===== config.mk =====
export PLATFORM = sky130hd
export DESIGN_NAME = rank_sequencer
export DESIGN_NICKNAME = d
export VERILOG_FILES = /design/src/rtl/rank_pkg.sv /design/src/rtl/abs_diff.sv /design/src/rtl/rank_sequencer.sv
export SDC_FILE = /design/constraint.sdc
export NUM_CORES = 1
export LEC_CHECK = 0
export ABC_AREA = 1
export CAP_MARGIN = 15
export CORE_ASPECT_RATIO = 1.75
export CORE_MARGIN = 2
export CORE_UTILIZATION = 45
export DETAILED_ROUTE_END_ITERATION = 10
export PLACE_DENSITY = 0.76
export SLEW_MARGIN = 25
export SYNTH_ARGS = -nofsm -noshare
export SYNTH_HDL_FRONTEND = slang
export SYNTH_SLANG_ARGS = --single-unit

===== constraint.sdc =====
create_clock -name CLK -period 3 [get_ports CLK]
set_input_delay 0.6 -clock CLK [delete_from_list [all_inputs] [get_ports CLK]]
set_output_delay 0.6 -clock CLK [all_outputs]
set_load 0.01 [all_outputs]

===== src/rtl/rank_pkg.sv =====
// Shared types and constants for the alphabet ranking sequencer.
package rank_pkg;

  localparam int DEF_DATA_W      = 12;
  localparam int DEF_ADDR_W      = 6;
  localparam int DEF_NUM_ENTRIES = 26;

  // Polarity of the memory mem_rw_ strobe.
  localparam logic MEM_READ  = 1'b1;
  localparam logic MEM_WRITE = 1'b0;

  typedef enum logic [2:0] {
    IDLE  = 3'd0,
    LOAD  = 3'd1,
    DRAIN = 3'd2,
    SCAN  = 3'd3,
    DONE  = 3'd4
  } state_t;

endpackage


===== src/rtl/abs_diff.sv =====
// Two's-complement magnitude of a subtractor result.
// A set borrow-out means X<Y, so the raw difference is negative and
// is negated; the result is truncated to DATA_W bits.
module abs_diff #(
  parameter int DATA_W = 12
) (
  input  logic [DATA_W-1:0] i_diff,
  input  logic              i_bout,
  output logic [DATA_W-1:0] o_abs
);

  logic [DATA_W-1:0] w_neg;

  assign w_neg = (~i_diff) + {{(DATA_W-1){1'b0}}, 1'b1};
  assign o_abs = i_bout ? w_neg : i_diff;

endmodule


===== src/rtl/rank_sequencer.sv =====
// Controller for the alphabet ranking datapath: streams (X,Y) pairs into an
// external subtractor, stores each |X-Y| at consecutive memory addresses,
// then scans the stored words and reports the index/value of the minimum.
module rank_sequencer
  import rank_pkg::*;
#(
  parameter int DATA_W      = DEF_DATA_W,
  parameter int ADDR_W      = DEF_ADDR_W,
  parameter int NUM_ENTRIES = DEF_NUM_ENTRIES
) (
  input  logic              CLK,
  input  logic              RST,
  input  logic              start,
  input  logic              in_valid,
  input  logic              in_last,
  input  logic [DATA_W-1:0] in_x,
  input  logic [DATA_W-1:0] in_y,
  output logic              in_ready,
  output logic              sub_de,
  output logic [DATA_W-1:0] sub_x,
  output logic [DATA_W-1:0] sub_y,
  output logic              sub_bin,
  input  logic              sub_oe,
  input  logic [DATA_W-1:0] sub_diff,
  input  logic              sub_bout,
  output logic              mem_cs,
  output logic              mem_rw_,
  output logic [ADDR_W-1:0] mem_addr,
  output logic [DATA_W-1:0] mem_wdata,
  input  logic [DATA_W-1:0] mem_rdata,
  output logic              busy,
  output logic              done,
  output logic [ADDR_W-1:0] best_idx,
  output logic [DATA_W-1:0] best_diff,
  output logic              err_overflow
);

  // Counters must be able to hold NUM_ENTRIES itself, which may equal 2**ADDR_W.
  localparam int               CNT_W   = ADDR_W + 1;
  localparam logic [CNT_W-1:0] MAX_CNT = CNT_W'(NUM_ENTRIES);

  state_t            r_state;
  logic              r_in_ready;
  logic              r_sub_de;
  logic [DATA_W-1:0] r_sub_x;
  logic [DATA_W-1:0] r_sub_y;
  logic              r_mem_cs;
  logic              r_mem_rw_;
  logic [ADDR_W-1:0] r_mem_addr;
  logic [DATA_W-1:0] r_mem_wdata;
  logic              r_busy;
  logic              r_done;
  logic [ADDR_W-1:0] r_best_idx;
  logic [DATA_W-1:0] r_best_diff;
  logic              r_err_overflow;

  logic [CNT_W-1:0]  r_acc_cnt;   // pairs accepted this frame
  logic [CNT_W-1:0]  r_wr_idx;    // writes issued this frame
  logic [CNT_W-1:0]  r_rd_idx;    // next read address during SCAN
  logic              r_cmp_valid; // mem_rdata holds a word to compare
  logic [ADDR_W-1:0] r_cmp_idx;   // address that word was read from

  logic              w_accept;
  logic              w_res_valid;
  logic [DATA_W-1:0] w_abs;
  logic [CNT_W-1:0]  w_acc_next;
  logic              w_frame_end;
  logic              w_rd_more;
  logic              w_better;
  logic              w_last_cmp;

  abs_diff #(
    .DATA_W (DATA_W)
  ) u_abs_diff (
    .i_diff (sub_diff),
    .i_bout (sub_bout),
    .o_abs  (w_abs)
  );

  assign w_accept    = (r_state == LOAD) && r_in_ready && in_valid;
  // Results are only meaningful while a frame is being loaded or drained.
  assign w_res_valid = !sub_oe && ((r_state == LOAD) || (r_state == DRAIN));
  assign w_acc_next  = r_acc_cnt + 1'b1;
  assign w_frame_end = in_last || (w_acc_next == MAX_CNT);
  assign w_rd_more   = (r_rd_idx < r_acc_cnt);
  // Strictly-less keeps the lower index on ties.
  assign w_better    = r_cmp_valid && (mem_rdata < r_best_diff);
  assign w_last_cmp  = r_cmp_valid && ({1'b0, r_cmp_idx} == (r_acc_cnt - 1'b1));

  // Frame sequencer: single FSM owning every registered output.
  always_ff @(posedge CLK or posedge RST) begin
    if (RST) begin
      r_state        <= IDLE;
      r_in_ready     <= 1'b0;
      r_sub_de       <= 1'b1;
      r_sub_x        <= '0;
      r_sub_y        <= '0;
      r_mem_cs       <= 1'b0;
      r_mem_rw_      <= MEM_READ;
      r_mem_addr     <= '0;
      r_mem_wdata    <= '0;
      r_busy         <= 1'b0;
      r_done         <= 1'b0;
      r_best_idx     <= '0;
      r_best_diff    <= '0;
      r_err_overflow <= 1'b0;
      r_acc_cnt      <= '0;
      r_wr_idx       <= '0;
      r_rd_idx       <= '0;
      r_cmp_valid    <= 1'b0;
      r_cmp_idx      <= '0;
    end else begin
      // NOTE: non-blocking assignments throughout, so every branch below sees
      // the pre-edge register values and later assignments override these
      // per-cycle defaults without ordering hazards.
      r_done   <= 1'b0;
      r_sub_de <= 1'b1;
      r_mem_cs <= 1'b0;

      // A read visible on the bus this cycle returns data next cycle.
      r_cmp_valid <= (r_state == SCAN) && r_mem_cs && (r_mem_rw_ == MEM_READ);
      r_cmp_idx   <= r_mem_addr;

      // Write path: one memory write per subtractor result, in order.
      if (w_res_valid) begin
        r_mem_cs    <= 1'b1;
        r_mem_rw_   <= MEM_WRITE;
        r_mem_addr  <= r_wr_idx[ADDR_W-1:0];
        r_mem_wdata <= w_abs;
        r_wr_idx    <= r_wr_idx + 1'b1;
      end

      case (r_state)
        IDLE: begin
          if (start) begin
            r_state        <= LOAD;
            r_in_ready     <= 1'b1;
            r_busy         <= 1'b1;
            r_acc_cnt      <= '0;
            r_wr_idx       <= '0;
            r_err_overflow <= 1'b0;
            r_best_diff    <= '1;
            r_best_idx     <= '0;
          end
        end

        LOAD: begin
          if (w_accept) begin
            r_sub_x   <= in_x;
            r_sub_y   <= in_y;
            r_sub_de  <= 1'b0;
            r_acc_cnt <= w_acc_next;
            if (w_frame_end) begin
              r_in_ready     <= 1'b0;
              r_state        <= DRAIN;
              // Only a full frame without in_last is an overflow.
              r_err_overflow <= !in_last;
            end
          end
        end

        DRAIN: begin
          // Every accepted pair has been written; start scanning at address 0.
          if (r_wr_idx == r_acc_cnt) begin
            r_state    <= SCAN;
            r_mem_cs   <= 1'b1;
            r_mem_rw_  <= MEM_READ;
            r_mem_addr <= '0;
            r_rd_idx   <= CNT_W'(1);
          end
        end

        SCAN: begin
          if (w_better) begin
            r_best_diff <= mem_rdata;
            r_best_idx  <= r_cmp_idx;
          end
          if (w_rd_more) begin
            r_mem_cs   <= 1'b1;
            r_mem_rw_  <= MEM_READ;
            r_mem_addr <= r_rd_idx[ADDR_W-1:0];
            r_rd_idx   <= r_rd_idx + 1'b1;
          end
          if (w_last_cmp) begin
            r_state <= DONE;
            r_busy  <= 1'b0;
            r_done  <= 1'b1;
          end
        end

        DONE: begin
          r_state <= IDLE;
        end

        default: begin
          r_state <= IDLE;
        end
      endcase
    end
  end

  assign in_ready     = r_in_ready;
  assign sub_de       = r_sub_de;
  assign sub_x        = r_sub_x;
  assign sub_y        = r_sub_y;
  assign sub_bin      = 1'b0;
  assign mem_cs       = r_mem_cs;
  assign mem_rw_      = r_mem_rw_;
  assign mem_addr     = r_mem_addr;
  assign mem_wdata    = r_mem_wdata;
  assign busy         = r_busy;
  assign done         = r_done;
  assign best_idx     = r_best_idx;
  assign best_diff    = r_best_diff;
  assign err_overflow = r_err_overflow;

endmodule


==> results.cfg, run 1 <==
[status]
status = finished with violations
violations_in_the_final_reports = DRC

[detailed_routing]
drtAntennaViolNets = 0
detail_route.first_pass.iterations = 8
drc = 1
drt-vias-per-instance = 5.27
vias = 4558
wl_final_um = 13400
first_iter_violations = 238
wire_per_inst_um = 15.5

[worst_hold_path]
hold_path.startpoint = mem_addr[3]
hp-class = flip-flop to flip-flop

[worst_setup_path]
timing.reg2reg.setup_slack_ns = 0.90
worstPathRequired_ns = 3.23
crit-reg2reg-launch = r_acc_cnt[2]
worst-path-max-fanout = 19
setup.worst_path.start = mem_rdata[3]
worstSetupPathType = primary input to flip-flop
endpoint_kind = flip-flop
timing.critical_path.from_type = primary input
arrival_ns = 2.36

[synth]
synth.yosys.warnings = 0
syn_nets = 686
yosysUniqueCellTypes = 45
synthesis.area_per_instance_um2 = 8.68
synth_enable_flop_cells = 0
post_synth_instance_area_mm2 = 0.00528
async_reset_ff_share_pct = 100
synthesis.instances = 608
synth_ff_type = sky130_fd_sc_hd__dfrtp_1
part_of_the_yosys_area_used_for_sequential_elements_pct = 46.5
synth.ff_latch_count = 98

[floorplanning]
dieArea_mm2 = 0.0126
chipHeight_um = 147
pin_count = 123
initial_utilization_pct = 45.8
core.rowCount = 52
core_mm2 = 0.0115
floorplan.die.width_um = 85.8

[final_layout]
fillerInstances = 1013
multiInputGateArea_mm2 = 0.00243
most_frequent_standard_cell_in_the_layout_excluding_fill_and_tap_cells = sky130_fd_sc_hd__nand2_1
final_layout_size_suffix_gt1_share_pct = 10.5
post-route-util_pct = 59.4
diodes = 0
final_cells = 865
final_net_count = 804
syn2layout_area_growth_pct = 29.6
layout_common_cells = sky130_fd_sc_hd__nand2_1, sky130_fd_sc_hd__clkdlybuf4s50_1, sky130_fd_sc_hd__dfrtp_1, sky130_fd_sc_hd__inv_1, sky130_fd_sc_hd__nor2_1
final-seq-area_mm2 = 0.00245

[clocking]
cts.root.buffer_cell = sky130_fd_sc_hd__clkbuf_16
max-clock-path-buffers = 2
postCtsResizedCells = 0
cts_setup_buffers = 0
htreeDepth = 3
holdBufCountCts = 0
clkLatencyLatePin_ns = 0.34
cts_inserted_buffers = 9
clk_transition_reported_paths_ns = 0.06
tritoncts_sinks = 98
cts_tree = done

[timing]
share_of_the_clock_period_used_by_the_worst_path_after_layout_pct = 71.1
worst_clock_skew_ns = 0.00762
report.final.setup_viol = 0
setup_repair_after_global_routing_missed_its_margin = no
hold_viol_final = 0
timing.fmax_ghz = 0.469
worst_pin_slew_ns = 0.664
finalCriticalPeriod_ns = 2.13
max_slew_headroom_at_the_worst_pin_pct = 55.7
timing_max_transition_violations_final = 0
timing.setup.tns_ns = 0

[power]
p_per_area_mw_per_mm2 = 931
total_leakage_power_nw = 3.27
finalPower_mw = 6.37
maximum_vdd_drop_v = 0.000463

[place]
place.port_buffers = 121
detailed_place_hpwl_um = 10300
dpl.cell_count = 850
routabilityCongestion = 0.864

[global_routing]
globalRouteOverflowTotal = 0
first_pass_grt_wire_length_um = 22100
grtUsageTotal_pct = 22.3
grt_max_degree = 49
grt_pass1_vias = 4712
number_of_antenna_violations_at_the_first_check_in_global_routing = 0

[flow_run]
timing.max_cap.violations = 0
==> cells in the mapped netlist (7+ instances only) <==
cell / instances / area, um^2
sky130_fd_sc_hd__a21oi_1: 14 / 70.1
sky130_fd_sc_hd__nand2_1: 167 / 627
sky130_fd_sc_hd__nand3_1: 45 / 225
sky130_fd_sc_hd__or2_2: 12 / 75.1
sky130_fd_sc_hd__xor2_1: 18 / 158
sky130_fd_sc_hd__mux2_2: 24 / 270
sky130_fd_sc_hd__inv_1: 60 / 225
sky130_fd_sc_hd__buf_2: 7 / 35.0
sky130_fd_sc_hd__o21ai_0: 21 / 105
sky130_fd_sc_hd__dfrtp_1: 96 / 2400
sky130_fd_sc_hd__nand4_1: 7 / 43.8
sky130_fd_sc_hd__nor2_1: 47 / 176
sky130_fd_sc_hd__ha_1: 23 / 288
==> through the flow <==
step / cell area, um^2 / hold WS, ns / worst slack, ns
6_report: 6840 / 0.423 / 0.866
5_1_grt: 6840 / 0.430 / 0.726
4_1_cts: 6840 / 0.416 / 0.889
3_5_place_dp: 6570 / 0.398 / 0.532
3_3_place_gp: 6570 / 0.392 / 0.618
2_1_floorplan: 5280 / 0.430 / 1.13
==> power breakdown <==
part,switching [mW],internal [mW],total (mW)
clock,0.470,0.599,1.07
sequential,0.402,1.84,2.24
combinational,1.59,1.47,3.06
==> cell type report <==
cell class                 count  area share [%]
sequential                    98            35.9
multi-input combinational    427            35.5
timing repair buffer         128            18.7
clock buffer                  12            3.75
inverter                      62            3.46
tap                          135            2.47
clock inverter                 3           0.220
==> routing by layer <==
metal  part of all wire (%)  track usage [%]  up-vias  wire length (um)
met2                     56             41.1      133              7550
met5                      0                0        -                 0
met4                    4.6             13.3        0               613
met1                     36             23.0     2191              4800
li1                       -                -     2192                 -
met3                    3.4             3.48       42               451
==> flip-flops by register name, summed over array words and instances, names as in the netlist, 3 cells and up <==
signal,flops
best_diff,12
best_idx,6
mem_addr,6
mem_wdata,12
r_acc_cnt,7
r_cmp_idx,6
r_rd_idx,7
r_state,3
r_wr_idx,7
sub_x,12
sub_y,12
==> critical path: stages <==
cell	delay, ns
sky130_fd_sc_hd__clkdlybuf4s50_1	0.44
sky130_fd_sc_hd__ha_1	0.32
sky130_fd_sc_hd__nand2_1	0.05
sky130_fd_sc_hd__o21ai_0	0.20
sky130_fd_sc_hd__nand2_1	0.07
sky130_fd_sc_hd__nand2_1	0.07
sky130_fd_sc_hd__nand2_1	0.08
sky130_fd_sc_hd__nand2_4	0.21
sky130_fd_sc_hd__nand2_8	0.14
sky130_fd_sc_hd__nand2_1	0.12
sky130_fd_sc_hd__nand2_1	0.06
==> path summary, 6_finish.rpt <==
check	depth (start not counted)	end
min reg2reg	0	r_cmp_idx[3]
max in group asynchronous	3	r_wr_idx[2]
min	0	r_cmp_idx[3]
min in group asynchronous	2	sub_y[5]
max	11	best_diff[2]
max reg2reg	10	r_rd_idx[2]
==> kinds of logic after synthesis <==
| kind of cell | share of synthesized area [%] |
|---|---|
| adder cells (fa/ha/maj) | 5.46 |
| flip-flops | 46.5 |
| other | 0.0711 |
| AO/OA/AOI/OAI | 6.24 |
| XOR/XNOR | 3.98 |
| buffers and inverters | 7.42 |
| multiplexers | 5.31 |
| AND/OR/NAND/NOR | 25.0 |
(Power assumes the default switching activity.)
==> inputs of run 2 (changes only) <==
Clock period 3 ns to 1.7 ns, I/O delays scaled along.
==> run 2 against run 1 <==
- the run ends with DRC, setup timing left
- sequential share of layout area is 4.9 points lower
- utilization is 9.5 points higher
- critical path type unchanged
- hold slack worse by 0.055 ns
- combinational power is 140% higher
- final cell count is 8.3% higher
- first-iteration DRC count is 54% higher
- critical path depth is 2 lower
- final area is 16% higher
- clock power is 89% higher
- clock skew is 0.0028 ns higher
==> results.cfg, run 2 (synthesized netlist as in run 1, its figures left out) <==
[status]
status = finished with violations
violations_in_the_final_reports = DRC, setup timing

[worst_setup_path]
timing.critical_path.from_type = primary input
worstSetupPathType = primary input to flip-flop
critical_path.slowest_cell = sky130_fd_sc_hd__clkdlybuf4s50_1
arrival_ns = 2.00
worstPathRequired_ns = 1.93
timing.critical_path.cells = clkdlybuf4s50_1 > ha_4 > nand2_1 > nor2_2 > nand2_4 > nand2_8 > nand2_8 > nand2_2 > nand2_2
timing.reg2reg.setup_slack_ns = -0.05
endpoint_kind = flip-flop
crit-reg2reg-launch = r_state[2]
end_of_the_worst_register_to_register_path = best_diff[7]
worst-path-buf-inv = 1
crit_path_max_incr_delay_ns = 0.52
worst-path-max-fanout = 7
crit_family = simple AND/OR/NAND/NOR gates
reg2reg_depth = 7

[timing]
worst_clock_skew_ns = 0.0104
share_of_the_clock_period_used_by_the_worst_path_after_layout_pct = 104
timing_max_transition_violations_final = 0
timing.setup.tns_ns = -0.690
timing.fmax_ghz = 0.567
hold_viol_final = 0
finalCriticalPeriod_ns = 1.76
layout_setup_ws_ns = -0.0641
setup_repair_after_global_routing_missed_its_margin = yes
report.final.setup_viol = 18

[global_routing]
globalRouteMet3Util_pct = 3.71
number_of_antenna_violations_at_the_first_check_in_global_routing = 0
met1_track_utilization_from_global_routing_pct = 25.8
grt_max_degree = 63
globalRouteOverflowTotal = 0
grt_use_met2_pct = 45.2
grt_pass1_vias = 5294
grtUsageTotal_pct = 24.8
first_pass_grt_wire_length_um = 24600
highest_utilization_routing_layer_at_the_global_route_stage = met2

[power]
p_per_area_mw_per_mm2 = 1680
clkPwrFrac_pct = 15.1
maximum_vdd_drop_v = 0.000984
total_leakage_power_nw = 3.83
netSwitchingFraction_pct = 40.2
p_sw_mw = 5.36
power_frac_seq_pct = 29.6
power.share.combinational_pct = 55.3
internal_power_mw = 7.97

[clocking]
cts_tree = done
tritoncts_sinks = 98
holdBufCountCts = 0
clkLatencyLatePin_ns = 0.35
clk_transition_reported_paths_ns = 0.07
max-clock-path-buffers = 2
cts.root.buffer_cell = sky130_fd_sc_hd__clkbuf_16
htreeDepth = 3
cts_inserted_buffers = 9

[floorplanning]
chipHeight_um = 147
pin_count = 123
core_mm2 = 0.0115
dieArea_mm2 = 0.0126
initial_utilization_pct = 45.8
core.rowCount = 52
floorplan.die.width_um = 85.8

[place]
place_ws_ns = -0.482
place.port_buffers = 121
routabilityCongestion = 0.956
dpl.cell_count = 901
detailed_place_hpwl_um = 11200

[worst_hold_path]
hold_path_depth = 4
hp-class = primary input to flip-flop
hold_path.startpoint = mem_rdata[1]
hold_path_end = best_diff[1]

[final_layout]
final_layout_size_suffix_gt1_share_pct = 30.0
syn2layout_area_growth_pct = 50.4
post-route-util_pct = 68.9
final_cells = 937
fillerInstances = 851
most_frequent_standard_cell_in_the_layout_excluding_fill_and_tap_cells = sky130_fd_sc_hd__nand2_1
diodes = 0
layout_common_cells = sky130_fd_sc_hd__nand2_1, sky130_fd_sc_hd__clkdlybuf4s50_1, sky130_fd_sc_hd__dfrtp_1, sky130_fd_sc_hd__buf_4, sky130_fd_sc_hd__inv_1
final_net_count = 875

[flow_run]
timing.max_cap.violations = 0

[detailed_routing]
drtAntennaViolNets = 0
drt-vias-per-instance = 5.42
wire_per_inst_um = 17.4
wl_final_um = 16300
drc = 6
detail_route.first_pass.iterations = 10
first_iter_violations = 367
vias = 5078
## run 2: cell count changes in the layout (fill, tap and decap cells not counted), sizes merged
cell	previous run	this run
clkdlybuf4s50	121	102
nand2	171	176
dlymetal6s2s	0	12
dlygate4sd2	0	7
clkinvlp	1	4
buf	7	72
clkinv	3	2
## run 2: layout make-up
| type | count | area, um^2 | share of cell area (%) |
|---|---|---|---|
| clock buffers | 11 | 253 | 3.19 |
| clock inverters | 5 | 37.5 | 0.473 |
| inverters | 62 | 243 | 3.06 |
| multi-input cells | 432 | 2910 | 36.7 |
| flip-flops and latches | 98 | 2460 | 31.0 |
| well taps | 135 | 169 | 2.13 |
| repair buffers | 194 | 1860 | 23.4 |
## run 2: power by group through the flow
| stage | Sequential [mW] | Clock, mW | Combinational [mW] |
|---|---|---|---|
| final | 3.94 | 2.02 | 7.37 |
| after global routing | 4.02 | 2.14 | 7.93 |
| after CTS | 3.88 | 2.03 | 6.37 |
| after detailed placement | 3.91 | 0 | 6.15 |
| after global placement | 3.87 | 0 | 5.95 |
| after floorplan | 4.13 | 0 | 2.93 |
## run 2: worst max-delay path by stage
| stage | slack [ns] | startpoint | endpoint | cells past startpoint |
|---|---|---|---|---|
| floorplan | 0.0006 | best_diff[5] | best_diff[0] | 11 |
| global placement | -0.38 | mem_rdata[5] | best_idx[2] | 11 |
| detailed placement | -0.48 | mem_rdata[3] | best_idx[5] | 11 |
| CTS | -0.08 | best_diff[5] | best_idx[5] | 11 |
| global route | -0.12 | r_state[0] | mem_addr[1] | 12 |
| finish | -0.06 | mem_rdata[11] | best_diff[7] | 9 |
## run 2: metal layers
layer,up-vias,part of all wire [%]
met3,66,4.5
met5,-,0
li1,2342,-
met1,2478,35
met2,192,55
met4,0,5.6
## run 2: tightest hold or removal path, delay by kind of cell
kind,cells,cell delay [ns]
simple gates,3,0.24
buf+inv,1,0.10
## run 2: metrics by stage
step | instance area [um^2] | power, mW | hold WS (ns)
after floorplan | 5290 | 7.06 | 0.430
final | 7930 | 13.3 | 0.368
after global placement | 6990 | 9.82 | 0.421
after global routing | 7930 | 14.1 | 0.374
after detailed placement | 6990 | 10.1 | 0.404
after CTS | 7440 | 12.3 | 0.423
## run 2: repair_timing
action / in CTS / in global routing
setup endpoints to repair: 50 / 84
gates cloned: 4 / 1
pin swaps: 15 / 38
buffers inserted: 0 / 15
resized for setup: 37 / 97
hold endpoints to repair: 0 / 0
==> inputs of run 3 (changes only) <==
Settings changed: CORE_ASPECT_RATIO 1.75 to not set, MAX_ROUTING_LAYER set to met4.
==> run 3 against run 2 <==
- the run ends with setup timing left
- first-iteration DRC count is 20% lower
- sequential cell count did not move
- final cell count grew 2.6%
- power rose by 0.34%
- utilization increased by 1.8 points
- via count down 2.0%
- die area down 0.27%
- fmax is 2.6% lower
- critical endpoint is now r_rd_idx[3]
==> results.cfg, run 3 (synthesized netlist as in run 1, its figures left out) <==
[worst_setup_path]
critical_path.slowest_cell = sky130_fd_sc_hd__dfrtp_1
crit-reg2reg-launch = r_acc_cnt[4]
worst-path-buf-inv = 2
crit_family = flip-flops
timing.critical_path.cells = inv_2 > ha_4 > a21oi_2 > o21a_1 > nand3_2 > nand2_4 > clkinvlp_4 > nand2_1 > nand2_1
setup.worst_path.start = r_acc_cnt[4]
arrival_ns = 2.05
worst-path-max-fanout = 8
endpoint_kind = flip-flop
worstSetupPathType = flip-flop to flip-flop
timing.critical_path.from_type = flip-flop
crit_path_max_incr_delay_ns = 0.42
worst_path_most_repeated_cell = sky130_fd_sc_hd__nand2_1
worstPathRequired_ns = 1.94

[timing]
timing_max_transition_violations_final = 0
timing.fmax_ghz = 0.552
hold_viol_final = 0
share_of_the_clock_period_used_by_the_worst_path_after_layout_pct = 107
finalCriticalPeriod_ns = 1.81
timing.setup.tns_ns = -2.09
worst_clock_skew_ns = 0.00621
report.final.setup_viol = 34
setup_repair_after_global_routing_missed_its_margin = yes
layout_setup_ws_ns = -0.111
holdWs_ns = 0.395

[detailed_routing]
drtAntennaViolNets = 0
wire_per_inst_um = 16.0
wl_final_um = 15400
detail_route.first_pass.iterations = 5
first_iter_violations = 295
vias = 4977
drt-vias-per-instance = 5.18
drc = 0

[final_layout]
final-seq-area_mm2 = 0.00246
post-route-util_pct = 70.7
diodes = 0
final_cells = 961
multiInputGateArea_mm2 = 0.00280
finish.instance_area_mm2 = 0.00807
most_frequent_standard_cell_in_the_layout_excluding_fill_and_tap_cells = sky130_fd_sc_hd__nand2_1
final_net_count = 891
fillerInstances = 867
layout_common_cells = sky130_fd_sc_hd__nand2_1, sky130_fd_sc_hd__clkdlybuf4s50_1, sky130_fd_sc_hd__dfrtp_1, sky130_fd_sc_hd__buf_4, sky130_fd_sc_hd__inv_1
syn2layout_area_growth_pct = 53.0
final_layout_size_suffix_gt1_share_pct = 28.9

[global_routing]
grt_pass1_vias = 5054
grt_use_met2_pct = 40.7
grt_max_degree = 56
grtUsageTotal_pct = 24.1
met1_track_utilization_from_global_routing_pct = 30.1
number_of_antenna_violations_at_the_first_check_in_global_routing = 0
globalRouteOverflowTotal = 0
first_pass_grt_wire_length_um = 23900
highest_utilization_routing_layer_at_the_global_route_stage = met2
globalRouteMet3Util_pct = 3.51

[floorplanning]
pin_count = 123
floorplan.die.width_um = 112
dieArea_mm2 = 0.0126
chipHeight_um = 112
initial_utilization_pct = 46.2
core_mm2 = 0.0114
core.rowCount = 39

[clocking]
max-clock-path-buffers = 2
clk_transition_reported_paths_ns = 0.07
tritoncts_sinks = 98
cts_inserted_buffers = 9
cts.root.buffer_cell = sky130_fd_sc_hd__clkbuf_16
clkLatencyLatePin_ns = 0.35
cts_tree = done
htreeDepth = 3

[place]
dpl.cell_count = 921
routabilityCongestion = 0.904
postPlaceCellArea_mm2 = 0.00712
place_ws_ns = -0.469
place.port_buffers = 121
detailed_place_hpwl_um = 10400

[power]
total_leakage_power_nw = 3.91
maximum_vdd_drop_v = 0.00145
finalPower_mw = 13.4
p_per_area_mw_per_mm2 = 1660

[status]
status = finished with violations
violations_in_the_final_reports = setup timing

[worst_hold_path]
hold_path.startpoint = mem_rdata[5]
hp-class = primary input to flip-flop

[flow_run]
timing.max_cap.violations = 0
-- run 3: cell type report --
type | instances | area share (%)
Clock buffer | 10 | 2.96
Clock inverter | 6 | 1.10
Inverter | 62 | 3.01
Multi-Input combinational cell | 432 | 34.7
Sequential cell | 98 | 30.5
Tap cell | 143 | 2.22
Timing Repair Buffer | 210 | 25.5
-- run 3: worst reg2reg max path, stage by stage (launching register included) --
cell and delay [ns]:
sky130_fd_sc_hd__dfrtp_1 0.42, sky130_fd_sc_hd__inv_2 0.08, sky130_fd_sc_hd__ha_4 0.25, sky130_fd_sc_hd__a21oi_2 0.17, sky130_fd_sc_hd__o21a_1 0.17, sky130_fd_sc_hd__nand3_2 0.12, sky130_fd_sc_hd__nand2_4 0.11, sky130_fd_sc_hd__clkinvlp_4 0.19
sky130_fd_sc_hd__nand2_1 0.12, sky130_fd_sc_hd__nand2_1 0.06
-- run 3: per-layer routing --
metal / vias to the layer above / wire length, um
met5: - / 0
met4: 0 / 359
met3: 35 / 707
met2: 144 / 7820
met1: 2421 / 6540
li1: 2377 / -
-- run 3: power by group --
group | total (mW) | internal, mW | switching, mW
Clock | 2.26 | 1.33 | 0.925
Combinational | 7.20 | 3.68 | 3.52
Sequential | 3.91 | 3.25 | 0.668
-- run 3: repair_timing --
action	4_1_cts	5_1_grt
pin swaps	17	31
setup buffers	4	12
cloned	6	3
setup endpoints to repair	45	92
gates resized for setup	26	77
hold buffers	0	0
-- run 3: final timing paths --
path | end | slack [ns] | cells past startpoint
worst max register to register | r_rd_idx[3] | -0.11 | 9
min in group asynchronous | sub_x[4] | 0.43 | 3
worst max-delay path | r_rd_idx[3] | -0.11 | 9
worst min-delay path | best_diff[5] | 0.40 | 4
worst min register to register | r_cmp_idx[1] | 0.41 | 0
max in group asynchronous | mem_rw_ | 0.96 | 3
